[config.mk]
export PLATFORM = sky130hd
export DESIGN_NAME = lvdc_mem_arbiter_flat
export DESIGN_NICKNAME = d
export VERILOG_FILES = /design/src/rtl/lvdc_mem_pkg.sv /design/src/rtl/lvdc_mem_arbiter_if.sv /design/src/rtl/lvdc_mem_arb_pick.sv /design/src/rtl/lvdc_mem_arbiter.sv /design/src/flat_wrapper.sv
export SDC_FILE = /design/constraint.sdc
export NUM_CORES = 1
export LEC_CHECK = 0
export ABC_AREA = 1
export BUFFER_PORTS_ARGS = -buffer_cell sky130_fd_sc_hd__buf_4
export CELL_PAD_IN_SITES_DETAIL_PLACEMENT = 1
export CELL_PAD_IN_SITES_GLOBAL_PLACEMENT = 1
export CORE_ASPECT_RATIO = 0.6
export CORE_MARGIN = 1.5
export CORE_UTILIZATION = 38
export DETAILED_ROUTE_END_ITERATION = 6
export PLACE_DENSITY = 0.91
export SKIP_LAST_GASP = 1
export SLEW_MARGIN = 15
export SYNTH_ARGS = -nofsm -noshare
export SYNTH_HDL_FRONTEND = slang
export SYNTH_SLANG_ARGS = --single-unit
[constraint.sdc]
create_clock -name clk -period 3.2 [get_ports clk]
set_input_delay 0.16 -clock clk [delete_from_list [all_inputs] [get_ports clk]]
set_output_delay 0.16 -clock clk [all_outputs]
set_load 0.01 [all_outputs]
[src/rtl/lvdc_mem_pkg.sv]
// lvdc_mem_pkg: shared widths and enums for the main-memory arbiter
package lvdc_mem_pkg;
    localparam int ADDR_W = 15;
    localparam int WORD_W = 26;
    typedef enum logic [1:0] {IDLE, ACCESS, DONE} state_e;
    typedef enum logic {PORT_CPU, PORT_DMA} port_e;
endpackage

[src/rtl/lvdc_mem_arbiter_if.sv]
// lvdc_mem_arbiter_if: CPU, DMA and memory-side signals of the arbiter
interface lvdc_mem_arbiter_if;
    import lvdc_mem_pkg::*;
    logic              cpu_req, cpu_we, cpu_lock, cpu_ack;
    logic [ADDR_W-1:0] cpu_addr;
    logic [WORD_W-1:0] cpu_wdata, cpu_rdata;
    logic              dma_req, dma_we, dma_ack;
    logic [ADDR_W-1:0] dma_addr;
    logic [WORD_W-1:0] dma_wdata, dma_rdata;
    logic [ADDR_W-1:0] mem_addr;
    logic [WORD_W-1:0] mem_wdata, mem_rdata;
    logic              mem_cs, mem_oe, mem_we, busy;
    modport slave (
        input  cpu_req, cpu_we, cpu_lock, cpu_addr, cpu_wdata,
        input  dma_req, dma_we, dma_addr, dma_wdata, mem_rdata,
        output cpu_ack, cpu_rdata, dma_ack, dma_rdata,
        output mem_addr, mem_wdata, mem_cs, mem_oe, mem_we, busy
    );
    modport master (
        output cpu_req, cpu_we, cpu_lock, cpu_addr, cpu_wdata,
        output dma_req, dma_we, dma_addr, dma_wdata, mem_rdata,
        input  cpu_ack, cpu_rdata, dma_ack, dma_rdata,
        input  mem_addr, mem_wdata, mem_cs, mem_oe, mem_we, busy
    );
endinterface

[src/rtl/lvdc_mem_arb_pick.sv]
// lvdc_mem_arb_pick: combinational priority decision between CPU and DMA
module lvdc_mem_arb_pick
    import lvdc_mem_pkg::*;
(
    input  logic  cpu_req,
    input  logic  dma_req,
    input  logic  lock,
    input  logic  starve,
    output logic  grant_valid,
    output port_e grant_port
);
    // lock beats starvation, starvation beats plain CPU priority
    always_comb begin
        grant_valid = cpu_req | dma_req;
        grant_port  = (lock && cpu_req) ? PORT_CPU :
                      (starve && dma_req) ? PORT_DMA :
                      cpu_req ? PORT_CPU : PORT_DMA;
    end
endmodule

[src/rtl/lvdc_mem_arbiter.sv]
// lvdc_mem_arbiter: two-port memory arbiter and cs/oe/we access sequencer
module lvdc_mem_arbiter
    import lvdc_mem_pkg::*;
#(
    parameter int ACCESS_CYCLES = 2,
    parameter int MAX_DEFER     = 3
) (
    input logic clk,
    input logic rst_n,
    lvdc_mem_arbiter_if.slave bus
);
    state_e            state_q, state_d;
    port_e             port_q, port_d, grant_port;
    logic              grant_valid;
    logic [3:0]        cnt_q, cnt_d, defer_q, defer_d;
    logic              wr_q, wr_d, lock_q, lock_d, lgrant_q, lgrant_d;
    logic              cs_q, cs_d, oe_q, oe_d, we_q, we_d, busy_q, busy_d;
    logic              cpu_ack_q, cpu_ack_d, dma_ack_q, dma_ack_d;
    logic [ADDR_W-1:0] addr_q, addr_d;
    logic [WORD_W-1:0] wdata_q, wdata_d, cpu_rdata_q, cpu_rdata_d, dma_rdata_q, dma_rdata_d;

    lvdc_mem_arb_pick u_pick (
        .cpu_req     (bus.cpu_req),
        .dma_req     (bus.dma_req),
        .lock        (lock_q),
        .starve      (defer_q == 4'(MAX_DEFER)),
        .grant_valid (grant_valid),
        .grant_port  (grant_port)
    );

    // next-state for the IDLE/ACCESS/DONE sequencer and all registered outputs
    always_comb begin
        state_d     = state_q;
        port_d      = port_q;
        cnt_d       = cnt_q;
        defer_d     = defer_q;
        wr_d        = wr_q;
        lock_d      = lock_q;
        lgrant_d    = lgrant_q;
        addr_d      = addr_q;
        wdata_d     = wdata_q;
        cs_d        = cs_q;
        oe_d        = oe_q;
        we_d        = we_q;
        busy_d      = busy_q;
        cpu_ack_d   = 1'b0;
        dma_ack_d   = 1'b0;
        cpu_rdata_d = cpu_rdata_q;
        dma_rdata_d = dma_rdata_q;
        case (state_q)
            IDLE: begin
                lock_d = 1'b0;
                if (grant_valid) begin
                    state_d  = ACCESS;
                    port_d   = grant_port;
                    cnt_d    = 4'd1;
                    lgrant_d = lock_q && bus.cpu_req;
                    wr_d     = (grant_port == PORT_CPU) ? bus.cpu_we : bus.dma_we;
                    addr_d   = (grant_port == PORT_CPU) ? bus.cpu_addr : bus.dma_addr;
                    wdata_d  = (grant_port == PORT_CPU) ? bus.cpu_wdata : bus.dma_wdata;
                    defer_d  = (grant_port == PORT_DMA) ? 4'd0 :
                               (bus.dma_req && defer_q != 4'(MAX_DEFER)) ? defer_q + 4'd1 : defer_q;
                    cs_d     = 1'b1;
                    oe_d     = !wr_d;
                    we_d     = 1'b0;
                    busy_d   = 1'b1;
                end
            end
            ACCESS: begin
                if (cnt_q == 4'(ACCESS_CYCLES)) begin
                    state_d     = DONE;
                    cs_d        = 1'b0;
                    oe_d        = 1'b0;
                    we_d        = 1'b0;
                    cpu_ack_d   = port_q == PORT_CPU;
                    dma_ack_d   = port_q == PORT_DMA;
                    cpu_rdata_d = (!wr_q && port_q == PORT_CPU) ? bus.mem_rdata : cpu_rdata_q;
                    dma_rdata_d = (!wr_q && port_q == PORT_DMA) ? bus.mem_rdata : dma_rdata_q;
                end else begin
                    cnt_d = cnt_q + 4'd1;
                    we_d  = wr_q;
                end
            end
            DONE: begin
                state_d = IDLE;
                busy_d  = 1'b0;
                lock_d  = port_q == PORT_CPU && bus.cpu_lock && !lgrant_q;
            end
            default: state_d = IDLE;
        endcase
    end

    // state and output registers; async reset drops the strobes at once
    always_ff @(posedge clk or negedge rst_n) begin
        if (!rst_n) begin
            state_q     <= IDLE;
            port_q      <= PORT_CPU;
            cnt_q       <= '0;
            defer_q     <= '0;
            wr_q        <= 1'b0;
            lock_q      <= 1'b0;
            lgrant_q    <= 1'b0;
            addr_q      <= '0;
            wdata_q     <= '0;
            cs_q        <= 1'b0;
            oe_q        <= 1'b0;
            we_q        <= 1'b0;
            busy_q      <= 1'b0;
            cpu_ack_q   <= 1'b0;
            dma_ack_q   <= 1'b0;
            cpu_rdata_q <= '0;
            dma_rdata_q <= '0;
        end else begin
            state_q     <= state_d;
            port_q      <= port_d;
            cnt_q       <= cnt_d;
            defer_q     <= defer_d;
            wr_q        <= wr_d;
            lock_q      <= lock_d;
            lgrant_q    <= lgrant_d;
            addr_q      <= addr_d;
            wdata_q     <= wdata_d;
            cs_q        <= cs_d;
            oe_q        <= oe_d;
            we_q        <= we_d;
            busy_q      <= busy_d;
            cpu_ack_q   <= cpu_ack_d;
            dma_ack_q   <= dma_ack_d;
            cpu_rdata_q <= cpu_rdata_d;
            dma_rdata_q <= dma_rdata_d;
        end
    end

    assign bus.mem_addr  = addr_q;
    assign bus.mem_wdata = wdata_q;
    assign bus.mem_cs    = cs_q;
    assign bus.mem_oe    = oe_q;
    assign bus.mem_we    = we_q;
    assign bus.busy      = busy_q;
    assign bus.cpu_ack   = cpu_ack_q;
    assign bus.dma_ack   = dma_ack_q;
    assign bus.cpu_rdata = cpu_rdata_q;
    assign bus.dma_rdata = dma_rdata_q;
endmodule

[src/flat_wrapper.sv]
// flat-port wrapper written by rule: the top's interface ports become plain ports
module lvdc_mem_arbiter_flat import lvdc_mem_pkg::*;
#(
    parameter int ACCESS_CYCLES = 2,
    parameter int MAX_DEFER     = 3
)
  (clk, rst_n, bus_cpu_req, bus_cpu_we, bus_cpu_lock, bus_cpu_addr, bus_cpu_wdata, bus_dma_req, bus_dma_we, bus_dma_addr, bus_dma_wdata, bus_mem_rdata, bus_cpu_ack, bus_cpu_rdata, bus_dma_ack, bus_dma_rdata, bus_mem_addr, bus_mem_wdata, bus_mem_cs, bus_mem_oe, bus_mem_we, bus_busy);
  lvdc_mem_arbiter_if bus_i ();
  input logic clk;
  input logic rst_n;
  input wire logic [$bits(bus_i.cpu_req)-1:0] bus_cpu_req;
  input wire logic [$bits(bus_i.cpu_we)-1:0] bus_cpu_we;
  input wire logic [$bits(bus_i.cpu_lock)-1:0] bus_cpu_lock;
  input wire logic [$bits(bus_i.cpu_addr)-1:0] bus_cpu_addr;
  input wire logic [$bits(bus_i.cpu_wdata)-1:0] bus_cpu_wdata;
  input wire logic [$bits(bus_i.dma_req)-1:0] bus_dma_req;
  input wire logic [$bits(bus_i.dma_we)-1:0] bus_dma_we;
  input wire logic [$bits(bus_i.dma_addr)-1:0] bus_dma_addr;
  input wire logic [$bits(bus_i.dma_wdata)-1:0] bus_dma_wdata;
  input wire logic [$bits(bus_i.mem_rdata)-1:0] bus_mem_rdata;
  output wire logic [$bits(bus_i.cpu_ack)-1:0] bus_cpu_ack;
  output wire logic [$bits(bus_i.cpu_rdata)-1:0] bus_cpu_rdata;
  output wire logic [$bits(bus_i.dma_ack)-1:0] bus_dma_ack;
  output wire logic [$bits(bus_i.dma_rdata)-1:0] bus_dma_rdata;
  output wire logic [$bits(bus_i.mem_addr)-1:0] bus_mem_addr;
  output wire logic [$bits(bus_i.mem_wdata)-1:0] bus_mem_wdata;
  output wire logic [$bits(bus_i.mem_cs)-1:0] bus_mem_cs;
  output wire logic [$bits(bus_i.mem_oe)-1:0] bus_mem_oe;
  output wire logic [$bits(bus_i.mem_we)-1:0] bus_mem_we;
  output wire logic [$bits(bus_i.busy)-1:0] bus_busy;
  assign bus_i.cpu_req = bus_cpu_req;
  assign bus_i.cpu_we = bus_cpu_we;
  assign bus_i.cpu_lock = bus_cpu_lock;
  assign bus_i.cpu_addr = bus_cpu_addr;
  assign bus_i.cpu_wdata = bus_cpu_wdata;
  assign bus_i.dma_req = bus_dma_req;
  assign bus_i.dma_we = bus_dma_we;
  assign bus_i.dma_addr = bus_dma_addr;
  assign bus_i.dma_wdata = bus_dma_wdata;
  assign bus_i.mem_rdata = bus_mem_rdata;
  assign bus_cpu_ack = bus_i.cpu_ack;
  assign bus_cpu_rdata = bus_i.cpu_rdata;
  assign bus_dma_ack = bus_i.dma_ack;
  assign bus_dma_rdata = bus_i.dma_rdata;
  assign bus_mem_addr = bus_i.mem_addr;
  assign bus_mem_wdata = bus_i.mem_wdata;
  assign bus_mem_cs = bus_i.mem_cs;
  assign bus_mem_oe = bus_i.mem_oe;
  assign bus_mem_we = bus_i.mem_we;
  assign bus_busy = bus_i.busy;
  lvdc_mem_arbiter #(.ACCESS_CYCLES(ACCESS_CYCLES), .MAX_DEFER(MAX_DEFER)) u_core (.clk(clk), .rst_n(rst_n), .bus(bus_i));
endmodule
==> Word-level counts from Yosys, hierarchy flattened <==
Index checks and enable logic that the tools add are counted.
{ "word_totals": {"input_bits": 115, "reg_bits": 113, "rom_bits": 0, "word_cells": 80, "out_inout_bits": 99, "ram_bits": 0, "latch_bits": 0, "memories": 0} }
{ "classes": {"n_addsub": 2, "div_mod_pow": 0, "reduce_logical": 23, "order_cmp": 0, "eq_ne": 8, "multipliers": 0, "n_shift": 0, "mux": 28, "bitwise": 2} }
{ "ops": {"columns": ["operator", "count"], "rows": [
  ["$mux 26", 1],
  ["$mux 4", 4],
  ["$mux 15", 1],
  ["$reduce_and 3->1", 5],
  ["$mux 1", 13],
  ["$pmux 1 s2", 5],
  ["$add 4x1->4 const B", 2],
  ["$eq 4x2->1 const B", 2],
  ["$pmux 4 s2", 1],
  ["$reduce_and 2->1", 4],
  ["$logic_and 1x1->1", 7],
  ["$reduce_bool 2->1", 3],
  ["$mux 2", 2],
  ["$ne 2x1->1 const B", 2],
  ["$ne 4x2->1 const B", 1],
  ["$pmux 2 s2", 1],
  ["$logic_not 1->1", 3],
  ["$eq 2x1->1 const B", 1],
  ["$eq 2x2->1 const B", 1],
  ["$logic_not 2->1", 1],
  ["$ne 2x2->1 const B", 1],
  ["$not 1->1", 1],
  ["$or 1x1->1", 1]
]} }

==> Depth between registers and ports, before layout <==
{ "depth": {"depth_word": 8, "mapped_depth": 8, "mapped_depth_nobuf": 8} }

==> Hierarchy <==
From an unflattened synthesis, not the netlist that was laid out.
{ "hier_totals": {"cells_unflattened": 529, "hier_area_um2": 4730.8} }
{ "by_module_without_submodules": {"columns": ["module", "cells_per_inst", "area_per_inst_um2", "seq_area_each_um2", "n_inst"], "rows": [
  ["lvdc_mem_arbiter", 525, 4712.0, 2827.7, 1],
  ["lvdc_mem_arb_pick", 4, 18.8, 0.0, 1]
]} }

==> Worst setup path before layout <==
No wires, ideal clock.
{ "synth_timing": {"kind": "flip-flop to flip-flop", "from": "register u_core.cnt_q[0]", "to": "register u_core.dma_rdata_q[10] (netlist: u_core.bus.dma_rdata[10])", "synth_period_minus_slack_ns": 1.363, "setup_time_ns": 0.118, "setup_slack_ns": 1.837, "n_path_buf": 1, "t_arrival_ns": 1.245, "required_ns": 3.082, "path_stages_with_launch": 9, "path_cell_list": "dfrtp_1 -> inv_1 -> ha_1 -> nand2_2 -> nor2_4 -> nand3_4 -> buf_4 -> nand2_1 -> o21ai_2"} }
{ "synth_via": {"elab_chain_len": 2} }
{ "synth_lines": {"columns": ["element", "line_no", "rtl"], "rows": [
  ["from (decl)", "lvdc_mem_arbiter.sv:15", "logic [3:0] cnt_q, cnt_d, defer_q, defer_d;"],
  ["from (signal assigned)", "lvdc_mem_arbiter.sv:116", "cnt_q <= cnt_d;"],
  ["$eq 4x2->1", "lvdc_mem_arbiter.sv:70", "if (cnt_q == 4'(ACCESS_CYCLES)) begin"],
  ["$reduce_and 3->1 (no line)", null, null],
  ["to (signal assigned)", "lvdc_mem_arbiter.sv:130", "dma_rdata_q <= dma_rdata_d;"],
  ["to (decl)", "lvdc_mem_arbiter.sv:20", "logic [WORD_W-1:0] wdata_q, wdata_d, cpu_rdata_q, cpu_rdata_d, dma_rdata_q, dma_rdata_d;"]
]} }
No other way between the ends.
A chain may end at the register's enable or synchronous reset.

==> Final worst setup path <==
{ "layout_timing": {"from": "register u_core.cnt_q[0]", "to": "register u_core.dma_rdata_q[12] (netlist: u_core.bus.dma_rdata[12])"} }
Same word-level chain as after synthesis.

==> reports/qor.tcl <==
set qor(overflow_left_after_global_routing) 0
set qor(synthToLayoutAreaGrowth_pct) 41.6
set qor(reg2reg_depth) 7
set qor(synth_top_cells_by_area) {dfrtp_1 (52%), nand2_1 (14%), nand3_1 (9.0%), inv_1 (8.4%), o21ai_2 (5.8%)}
set qor(coreArea_mm2) 0.0138
set qor(pwr_density_cell_mw_per_mm2) 954
set qor(drive_above_1_share_pct) 34.2
set qor(clock_sinks) 113
set qor(yosysWarningCount) 0
set qor(classification_of_the_worst_slack_hold_path) {primary input to flip-flop}
set qor(drt_pass1_iterations) 5
set qor(crit-reg2reg-launch) {u_core.cnt_q[0]$_DFFE_PN0P_}
set qor(synth.top_cells.by_count) {nand2_1 (200), inv_1 (122), dfrtp_1 (113)}
set qor(max_slew.worst_pin.slew_ps) 736
set qor(reg2reg_to) {u_core.bus.dma_rdata[12]$_DFFE_PN0P_}
set qor(grt_util_met2_pct) 38.8
set qor(worst-path-max-fanout) 52
set qor(htree_levels) 4
set qor(routed_wl_um) 16800
set qor(grt_start_max_net_pins) 114
set qor(power_mw) 7.33
set qor(worst_setup_start_kind) {flip-flop}
set qor(antennaDiodeCount) 0
set qor(period_share_pct) 65.9
set qor(final_hold_viol_count) 0
set qor(vdd.ir_drop.worst_v) 0.000370
set qor(cts-root-to-sink-buffers) 2
set qor(post_synth_top_flop) {dfrtp_1}
set qor(outcome) {finished, final reports clean}
set qor(timing.hold.worst_path_depth) 3
set qor(cts_inserted_buffers) 17
set qor(yosys.area.top_type) {dfrtp_1}
set qor(clk_root_buffer_cell) {clkbuf_16}
set qor(post_cts_resized) 0
set qor(postSynthRegisterBits) 113
set qor(synthesis.area_mm2) 0.00543
set qor(gp_congestion) 0.773
set qor(use_met1_pct) 30.0
set qor(r2r_slack_ps) 1090
set qor(timing.final.crit_period_ps) 2110
set qor(max_clock_freq_ghz) 0.474
set qor(groute.usage.overall_pct) 23.7
set qor(synth.lib_cells_used.distinct) 25
set qor(postSynthNetCount) 773
set qor(fp.dieArea_mm2) 0.0150
set qor(total_leakage_power_nw) 4.37
set qor(worstPathRequired_ps) 3470
set qor(post_synth.cell_area_avg_um2) 8.29
set qor(grt_antenna_before_repair) 0
set qor(grtUsageMet3_pct) 7.50
set qor(grt_pass1_vias) 5328
set qor(post-synth-top-count-cell) {nand2_1}
set qor(fin_setup_tns_ps) 0
set qor(final-setup-viol-count) 0
set qor(drt_first_iter_violations) 193
set qor(global_route_wire_length_before_repair_um) 27000
set qor(worstPathArrival_ps) 2380
set qor(num-nets-final) 978
set qor(yosysTopAreaCellShare_pct) 52.1
set qor(max-cap-violations) 0
set qor(num_rows) 33
set qor(antenna_viol_nets_final) 0
set qor(report.final.slew_viol_count) 0
set qor(global_route.peak_usage_layer) {met2}
set qor(synth_sequential_area_ratio_pct) 52.1
set qor(critical_path_capture_point_type) {flip-flop}
set qor(drc) 0
set qor(async_sr_flop_fraction_pct) 100
set qor(cts_tree) {done}
set qor(worst_min_delay_path_endpoint) {u_core.bus.dma_rdata[17]$_DFFE_PN0P_}
set qor(setup_repair_after_global_routing_missed_its_margin) {no}
set qor(holdCritStartpoint) {bus_mem_rdata[17]}
set qor(drt-wirelength-per-cell_um) 15.8
set qor(die-height_um) 95.6
set qor(die_width_um) 157
set qor(finalClockSkew_ps) 8.47
set qor(hold_slack_ps) 16.1
set qor(floorplan.initialDensity_pct) 39.4
set qor(critPathKind) {flip-flop to flip-flop}
set qor(floorplan.io_pins) 214
set qor(synth-edff-count) 0
set qor(synthesis.instances) 655
set qor(buffer_ports.inserted) 213
set qor(detailed_place_hpwl_um) 11600
set qor(slew_margin_rel_pct) 51.0
set qor(clk_pin_slew_ps) 60
set qor(routed_via_density) 4.69
set qor(worstSkewPairLatency_ps) 410
set qor(route.vias.total) 4992
-- state kept, by name, indices dropped and copies added, names as in the netlist, 2 cells and up --
register	flops
u_core.bus.cpu_rdata	26
u_core.bus.dma_rdata	26
u_core.bus.mem_wdata	26
u_core.bus.mem_addr	15
u_core.cnt_q	4
u_core.defer_q	4
u_core.state_q	2
-- placed cells by master (no fill, tap or decap), drive strengths merged --
master	count
nand3	101
clkbuf	20
a21oi	1
ha	3
buf	218
clkinvlp	3
inv	125
nor2	12
nand2	203
dlygate4sd3	1
nand4	1
o21ai	60
dfrtp	113
clkinv	5
bufinv	2
xor2	3
or2	2
-- metrics by stage --
step / setup slack, ps / utilization (%) / instances / instance area (µm²)
after floorplan: 1840 / - / 655 / 5430
after global placement: 1330 / 51.4 / 1032 / 7090
after detailed placement: 1190 / 51.4 / 1032 / 7090
after CTS: 1060 / 55.7 / 1065 / 7690
after global routing: 935 / 55.7 / 1065 / 7690
final: 1090 / 55.7 / 1065 / 7690
-- routing by layer --
layer  routed length (µm)  vias to the layer above
met1                 7530                     2421
met3                  945                       18
met4                  229                        0
met5                    0                        -
li1                     -                     2414
met2                 8110                      139
-- cells by family (layout without fill, tap and decap cells) --
logic type,count (synthesis),after routing,synth area share (%)
AND/OR/NAND/NOR,319,319,25.6
buffers and inverters,156,374,13.1
flip-flops,113,113,52.1
AO/OA/AOI/OAI,61,61,8.11
adder cells (fa/ha/maj),3,3,0.691
XOR/XNOR,3,3,0.484
-- area by class of cell --
cell class / count / area, µm²
inverter: 123 / 462
clock buffer: 20 / 457
timing repair buffer: 219 / 1660
sequential: 113 / 2830
multi-input combinational: 386 / 1910
fill: 1691 / 6100
tap: 192 / 240
clock inverter: 12 / 133
-- worst max-delay path, stage by stage (launching register included) --
cell and delay [ps]:
dfrtp_1 410, inv_1 120, ha_1 200, nand2_2 100, nor2_4 180, nand3_4 560, nand2_1 290, o21ai_2 90
-- worst max path at each step --
stage | start | endpoint | slack, ps | cells after the start
global placement | bus_cpu_req | u_core.defer_q[3]$_DFFE_PN0P_ | 1330 | 7
CTS | u_core.cnt_q[0]$_DFFE_PN0P_ | u_core.bus.dma_rdata[12]$_DFFE_PN0P_ | 1060 | 7
finish | u_core.cnt_q[0]$_DFFE_PN0P_ | u_core.bus.dma_rdata[12]$_DFFE_PN0P_ | 1090 | 7
floorplan | u_core.cnt_q[0]$_DFFE_PN0P_ | u_core.bus.dma_rdata[10]$_DFFE_PN0P_ | 1840 | 8
detailed placement | u_core.cnt_q[0]$_DFFE_PN0P_ | u_core.bus.dma_rdata[0]$_DFFE_PN0P_ | 1190 | 7
global route | u_core.cnt_q[0]$_DFFE_PN0P_ | u_core.bus.dma_rdata[10]$_DFFE_PN0P_ | 930 | 7
-- where the power goes --
group	switching [mW]	total, mW	internal (mW)	leakage [nW]
clock	0.698	1.89	1.19	0.283
sequential	0.441	2.55	2.11	1.34
combinational	1.56	2.90	1.34	2.75
-- what timing repair did --
action	4_1_cts	5_1_grt
hold endpoints to repair	113	0
hold buffers	1	0
buffers inserted	0	0
No activity file was read; power rests on OpenSTA's default activity.
